===== src/rtl/miriscv_decode_stage.sv =====
// RISC-V decode stage: combinational field/immediate decode of the fetched word,
// buffered by an output register plus a skid register so f_ready_o is registered.
module miriscv_decode_stage #(
  parameter int unsigned ILLEGAL_CHECK = 1
) (
  input  logic        clk_i,
  input  logic        rst_n_i,
  input  logic        f_valid_i,
  input  logic [31:0] f_instr_i,
  input  logic [31:0] f_pc_i,
  output logic        f_ready_o,
  input  logic        flush_i,
  output logic        d_valid_o,
  input  logic        d_ready_i,
  output logic [31:0] d_instr_o,
  output logic [31:0] d_pc_o,
  output logic [4:0]  d_opcode_o,
  output logic [4:0]  d_rd_o,
  output logic [4:0]  d_rs1_o,
  output logic [4:0]  d_rs2_o,
  output logic [2:0]  d_funct3_o,
  output logic [31:0] d_imm_o,
  output logic        d_illegal_o
);

  localparam logic [4:0] OPC_LOAD   = 5'b00000;
  localparam logic [4:0] OPC_FENCE  = 5'b00011;
  localparam logic [4:0] OPC_OPIMM  = 5'b00100;
  localparam logic [4:0] OPC_AUIPC  = 5'b00101;
  localparam logic [4:0] OPC_STORE  = 5'b01000;
  localparam logic [4:0] OPC_OP     = 5'b01100;
  localparam logic [4:0] OPC_LUI    = 5'b01101;
  localparam logic [4:0] OPC_BRANCH = 5'b11000;
  localparam logic [4:0] OPC_JALR   = 5'b11001;
  localparam logic [4:0] OPC_JAL    = 5'b11011;
  localparam logic [4:0] OPC_SYSTEM = 5'b11100;

  typedef struct packed {
    logic [31:0] instr;
    logic [31:0] pc;
    logic [31:0] imm;
    logic [4:0]  opcode;
    logic [4:0]  rd;
    logic [4:0]  rs1;
    logic [4:0]  rs2;
    logic [2:0]  funct3;
    logic        illegal;
  } entry_t;

  entry_t      dec;
  entry_t      out_q;
  entry_t      skid_q;
  logic        out_valid;
  logic        skid_valid;
  logic        known_opcode;
  logic        bad_funct;
  logic        enc_illegal;
  logic [31:0] imm_raw;
  logic [31:0] instr;
  logic [2:0]  funct3;
  logic        in_fire;
  logic        out_fire;

  assign instr  = f_instr_i;
  assign funct3 = f_instr_i[14:12];

  always_comb begin
    imm_raw      = '0;
    known_opcode = 1'b1;
    bad_funct    = 1'b0;
    case (instr[6:2])
      OPC_OPIMM: imm_raw = {{20{instr[31]}}, instr[31:20]};
      OPC_LOAD: begin
        imm_raw   = {{20{instr[31]}}, instr[31:20]};
        bad_funct = (funct3 == 3'b011) || (funct3 == 3'b110) || (funct3 == 3'b111);
      end
      OPC_JALR: begin
        imm_raw   = {{20{instr[31]}}, instr[31:20]};
        bad_funct = (funct3 != 3'b000);
      end
      OPC_STORE: begin
        imm_raw   = {{20{instr[31]}}, instr[31:25], instr[11:7]};
        bad_funct = (funct3 > 3'b010);
      end
      OPC_BRANCH: begin
        imm_raw   = {{19{instr[31]}}, instr[31], instr[7], instr[30:25], instr[11:8], 1'b0};
        bad_funct = (funct3 == 3'b010) || (funct3 == 3'b011);
      end
      OPC_LUI, OPC_AUIPC: imm_raw = {instr[31:12], 12'b0};
      OPC_JAL: imm_raw = {{11{instr[31]}}, instr[31], instr[19:12], instr[20], instr[30:21], 1'b0};
      OPC_OP, OPC_FENCE, OPC_SYSTEM: imm_raw = '0;
      default: known_opcode = 1'b0;
    endcase
  end

  // The immediate is zeroed for malformed encodings even when reporting is disabled.
  assign enc_illegal = (instr[1:0] != 2'b11) || !known_opcode || bad_funct;

  always_comb begin
    dec         = '0;
    dec.instr   = f_instr_i;
    dec.pc      = f_pc_i;
    dec.opcode  = instr[6:2];
    dec.rd      = instr[11:7];
    dec.rs1     = instr[19:15];
    dec.rs2     = instr[24:20];
    dec.funct3  = funct3;
    dec.imm     = enc_illegal ? 32'd0 : imm_raw;
    dec.illegal = (ILLEGAL_CHECK != 0) && enc_illegal;
  end

  assign in_fire  = f_valid_i && !skid_valid;
  assign out_fire = out_valid && d_ready_i;

  // When SKID is full f_ready_o is low, so a drain refills OUT from SKID only.
  always_ff @(posedge clk_i) begin
    if (!rst_n_i) begin
      out_valid  <= 1'b0;
      skid_valid <= 1'b0;
      out_q      <= '0;
      skid_q     <= '0;
    end else if (flush_i) begin
      out_valid  <= 1'b0;
      skid_valid <= 1'b0;
    end else if (out_fire && skid_valid) begin
      out_q      <= skid_q;
      skid_valid <= 1'b0;
    end else if (in_fire && (!out_valid || out_fire)) begin
      out_q     <= dec;
      out_valid <= 1'b1;
    end else if (in_fire) begin
      skid_q     <= dec;
      skid_valid <= 1'b1;
    end else if (out_fire) begin
      out_valid <= 1'b0;
    end
  end

  assign f_ready_o   = !skid_valid;
  assign d_valid_o   = out_valid;
  assign d_instr_o   = out_q.instr;
  assign d_pc_o      = out_q.pc;
  assign d_opcode_o  = out_q.opcode;
  assign d_rd_o      = out_q.rd;
  assign d_rs1_o     = out_q.rs1;
  assign d_rs2_o     = out_q.rs2;
  assign d_funct3_o  = out_q.funct3;
  assign d_imm_o     = out_q.imm;
  assign d_illegal_o = out_q.illegal;

endmodule


===== config.mk =====
export PLATFORM = sky130hd
export DESIGN_NAME = miriscv_decode_stage
export DESIGN_NICKNAME = d
export VERILOG_FILES = /design/src/rtl/miriscv_decode_stage.sv
export SDC_FILE = /design/constraint.sdc
export NUM_CORES = 1
export LEC_CHECK = 0
export ABC_AREA = 0
export BUFFER_PORTS_ARGS = -buffer_cell sky130_fd_sc_hd__clkbuf_2
export CAP_MARGIN = 20
export CORE_MARGIN = 8
export CORE_UTILIZATION = 40
export CTS_CLUSTER_SIZE = 24
export DETAILED_ROUTE_END_ITERATION = 12
export SYNTH_ARGS = -nofsm -noshare
export SYNTH_HDL_FRONTEND = slang
export SYNTH_SLANG_ARGS = --single-unit

===== constraint.sdc =====
create_clock -name clk_i -period 2.1 [get_ports clk_i]
set_clock_uncertainty 0.2 [all_clocks]
set_input_delay 0.21 -clock clk_i [delete_from_list [all_inputs] [get_ports clk_i]]
set_output_delay 0.21 -clock clk_i [all_outputs]
set_load 0.02 [all_outputs]

==> flow_results.xml <==
<?xml version="1.0" encoding="UTF-8"?>
<metrics>
  <group name="timing">
    <metric name="setup_viol" unit="">0</metric>
    <metric name="fin_crit_sh" unit="%">94.2</metric>
    <metric name="unrepaired_setup_endpoints_after_global_routing" unit="">no</metric>
    <metric name="period_minus_slack" unit="ns">1.98</metric>
    <metric name="total_neg_setup_slack" unit="ns">0</metric>
    <metric name="timing.final.ws_setup" unit="ns">0.122</metric>
    <metric name="maxSlewHeadroom" unit="%">60.1</metric>
    <metric name="slew_viol_final" unit="">0</metric>
    <metric name="achievable-frequency" unit="MHz">506</metric>
    <metric name="finalHoldViolations" unit="">0</metric>
    <metric name="tightestPinTransition" unit="ns">0.599</metric>
  </group>
  <group name="cts">
    <metric name="clock-root-buffer" unit="">sky130_fd_sc_hd__clkbuf_16</metric>
    <metric name="clk-insertion-delay-late" unit="ns">0.43</metric>
    <metric name="total_cts_buffers" unit="">17</metric>
    <metric name="clock_pin_slew_on_the_worst_setup_and_hold_paths" unit="ns">0.07</metric>
    <metric name="clock_sinks" unit="">196</metric>
    <metric name="cts_tree" unit="">built</metric>
    <metric name="cts-root-to-sink-buffers" unit="">2</metric>
    <metric name="cts.htree.levels" unit="">4</metric>
  </group>
  <group name="synthesis">
    <metric name="synth_top_cell_area_share" unit="%">45.5</metric>
    <metric name="yosys.area.top_type" unit="">sky130_fd_sc_hd__dfxtp_1</metric>
    <metric name="synth.top_cells.by_area" unit="">sky130_fd_sc_hd__dfxtp_1, sky130_fd_sc_hd__nand2_1, sky130_fd_sc_hd__o211a_1</metric>
    <metric name="synthesis.nets" unit="">1121</metric>
    <metric name="post_synth.cell_area_avg" unit="sq um">8.19</metric>
    <metric name="synth_cells" unit="">1052</metric>
    <metric name="yosys.cell_count.top_type" unit="">sky130_fd_sc_hd__nand2_1</metric>
    <metric name="synth_top_flop_cell" unit="">sky130_fd_sc_hd__dfxtp_1</metric>
    <metric name="synth.lib_cells_used.distinct" unit="">51</metric>
    <metric name="synth-warning-count" unit="">0</metric>
    <metric name="synth_edf_count" unit="">0</metric>
    <metric name="flops_latches_synth" unit="">196</metric>
    <metric name="async_flop_share" unit="%">0</metric>
    <metric name="synth.cell_area" unit="sq um">8620</metric>
    <metric name="synth_sequential_area_ratio" unit="%">45.5</metric>
    <metric name="list_of_most_frequent_post_synthesis_cells" unit="">sky130_fd_sc_hd__nand2_1, sky130_fd_sc_hd__dfxtp_1, sky130_fd_sc_hd__a21oi_1</metric>
  </group>
  <group name="pwr">
    <metric name="p_sw" unit="mW">2.34</metric>
    <metric name="power_dens_cells" unit="nW/um^2">756</metric>
    <metric name="totalPowerFinal" unit="mW">8.40</metric>
    <metric name="power_report.internal_total" unit="mW">6.06</metric>
    <metric name="worst_ir_drop_vdd" unit="V">0.000602</metric>
    <metric name="leakagePower" unit="nW">5.07</metric>
    <metric name="p_comb_share" unit="%">14.1</metric>
    <metric name="switching_share_of_power" unit="%">27.9</metric>
    <metric name="power_frac_clock" unit="%">38.9</metric>
    <metric name="seq_power_share" unit="%">47.1</metric>
  </group>
  <group name="floorplan">
    <metric name="floorplan_die_area" unit="sq um">26500</metric>
    <metric name="ioPinCount" unit="">191</metric>
    <metric name="dieHeight" unit="um">163</metric>
    <metric name="coreArea" unit="sq um">21100</metric>
    <metric name="core.rowCount" unit="">53</metric>
    <metric name="die-width" unit="um">163</metric>
    <metric name="floorplan.initialDensity" unit="%">40.9</metric>
  </group>
  <group name="drt">
    <metric name="drc" unit="">0</metric>
    <metric name="vias_per_cell" unit="">5.19</metric>
    <metric name="1st_pass_router_iterations" unit="">5</metric>
    <metric name="wl_per_cell" unit="um">16.4</metric>
    <metric name="dr_total_vias" unit="">8028</metric>
    <metric name="final_antenna_net_count" unit="">0</metric>
    <metric name="first_iter_violations" unit="">463</metric>
    <metric name="totalWireLength" unit="um">25300</metric>
  </group>
  <group name="global_route">
    <metric name="globalRouteOverflowTotal" unit="">0</metric>
    <metric name="grt_pass1_vias" unit="">7741</metric>
    <metric name="number_of_antenna_violations_at_the_first_check_in_global_routing" unit="">0</metric>
    <metric name="gr_util_all_layers" unit="%">18.7</metric>
    <metric name="grt_max_degree" unit="">65</metric>
    <metric name="grt_pass1_wl" unit="um">40700</metric>
  </group>
  <group name="place">
    <metric name="place_worst_setup_slack" unit="ns">0.0477</metric>
    <metric name="io_buffer_count" unit="">190</metric>
    <metric name="hpwl_detailed" unit="um">16500</metric>
    <metric name="routabilityCongestion" unit="">0.800</metric>
  </group>
  <group name="worst_setup_path">
    <metric name="startpoint_type" unit="">flip-flop</metric>
    <metric name="critical_path.endpoint_type" unit="">flip-flop</metric>
    <metric name="critical_path_class" unit="">flip-flop to flip-flop</metric>
    <metric name="worst_ep_arrival_time" unit="ns">2.14</metric>
    <metric name="worst-path-max-fanout" unit="">20</metric>
    <metric name="critical_path_required" unit="ns">2.26</metric>
  </group>
  <group name="status">
    <metric name="outcome" unit="">complete, no violations</metric>
  </group>
  <group name="layout">
    <metric name="antennaDiodeCount" unit="">0</metric>
    <metric name="syn_to_final_growth" unit="%">28.8</metric>
    <metric name="final_net_count" unit="">1327</metric>
    <metric name="drive_above_1_share" unit="%">23.4</metric>
  </group>
  <group name="flow_run">
    <metric name="max_cap_viol_count" unit="">0</metric>
  </group>
  <group name="worst_hold_path">
    <metric name="min_path_type" unit="">input port to flip-flop</metric>
  </group>
</metrics>
==> sequential cells by signal, indices dropped and copies added, names as in the netlist <==
signal       count
d_valid_o        1
d_instr_o       32
skid_q          97
d_illegal_o      1
d_pc_o          32
skid_valid       1
d_imm_o         32
==> through the flow <==
stage / util [%] / std cells / instance area, sq um / hold WS, ns
floorplan: - / 1052 / 8620 / 0.150
finish: 52.7 / 1546 / 11100 / 0.0230
global route: 52.7 / 1546 / 11100 / 0.0278
global placement: 46.8 / 1452 / 9860 / 0.228
detailed placement: 46.8 / 1452 / 9860 / 0.239
CTS: 52.4 / 1545 / 11100 / 0.00527
==> final timing paths <==
kind              cells after the start  slack [ns]                       end               startpoint
setup / recovery                      7        0.12  d_imm_o[27]$_SDFFE_PN0P_   d_valid_o$_SDFFE_PP0P_
setup reg to reg                      7        0.12  d_imm_o[27]$_SDFFE_PN0P_   d_valid_o$_SDFFE_PP0P_
hold / removal                        4        0.02  skid_q[100]$_SDFFE_PN0P_            f_instr_i[12]
hold reg to reg                       2        0.25   skid_q[54]$_SDFFE_PN0P_  skid_q[54]$_SDFFE_PN0P_
==> routing by layer <==
metal | global-route usage [%] | vias to the layer above | wire length (um)
met5 | 0 | - | 0
met4 | 4.80 | 0 | 313
met3 | 3.79 | 16 | 1290
met2 | 30.7 | 199 | 11600
met1 | 24.6 | 3795 | 12100
li1 | - | 4018 | -
==> cell families after synthesis <==
kind of cell / synth area share, %
and+or+nand+nor: 21.7
AOI/OAI and AO/OA: 25.7
DFF: 45.5
buffers and inverters: 6.97
muxes: 0.131
==> layout make-up <==
cell class	count	area (sq um)
inverter	6	22.5
clock inverter	14	146
timing repair buffer	296	2090
clock buffer	18	439
multi-input combinational	741	4140
fill	2047	9980
tap	275	344
sequential	196	3920
==> layout by cell type (no fill, tap or decap), types with 11 or more instances in the layout <==
master,instances
sky130_fd_sc_hd__clkbuf_16,18
sky130_fd_sc_hd__clkbuf_2,188
sky130_fd_sc_hd__buf_12,13
sky130_fd_sc_hd__o211a_1,64
sky130_fd_sc_hd__o22ai_1,20
sky130_fd_sc_hd__o21ai_0,52
sky130_fd_sc_hd__nand2_1,295
sky130_fd_sc_hd__nand3_1,63
sky130_fd_sc_hd__a21oi_1,80
sky130_fd_sc_hd__or2_2,12
sky130_fd_sc_hd__a21boi_0,64
sky130_fd_sc_hd__buf_4,33
sky130_fd_sc_hd__or2_0,11
sky130_fd_sc_hd__dlygate4sd3_1,60
sky130_fd_sc_hd__dfxtp_1,196
==> critical path: stages, from the launching register on <==
cell                       delay, ns
sky130_fd_sc_hd__dfxtp_1        0.36
sky130_fd_sc_hd__or2_1          0.29
sky130_fd_sc_hd__a211oi_4       0.33
sky130_fd_sc_hd__buf_12         0.20
sky130_fd_sc_hd__buf_4          0.16
sky130_fd_sc_hd__o21ai_0        0.09
sky130_fd_sc_hd__a21o_1         0.17
sky130_fd_sc_hd__a21oi_1        0.11
==> what timing repair did <==
action                                  4_1_cts  5_1_grt
endpoints found under the setup margin        0       14
setup buffers                                 0        1
hold endpoints to repair                    136        0
hold buffers                                 61        0
resized for setup                             0        4
==> power groups by stage <==
stage	Sequential, mW	Combinational, mW	Clock [mW]
after detailed placement	4.04	1.09	0
after global placement	4.03	1.09	0
after floorplan	4.18	0.529	0
after global routing	3.97	1.28	3.48
final	3.95	1.18	3.26
after CTS	3.95	1.18	3.36
Power figures use the tool's default switching activity.
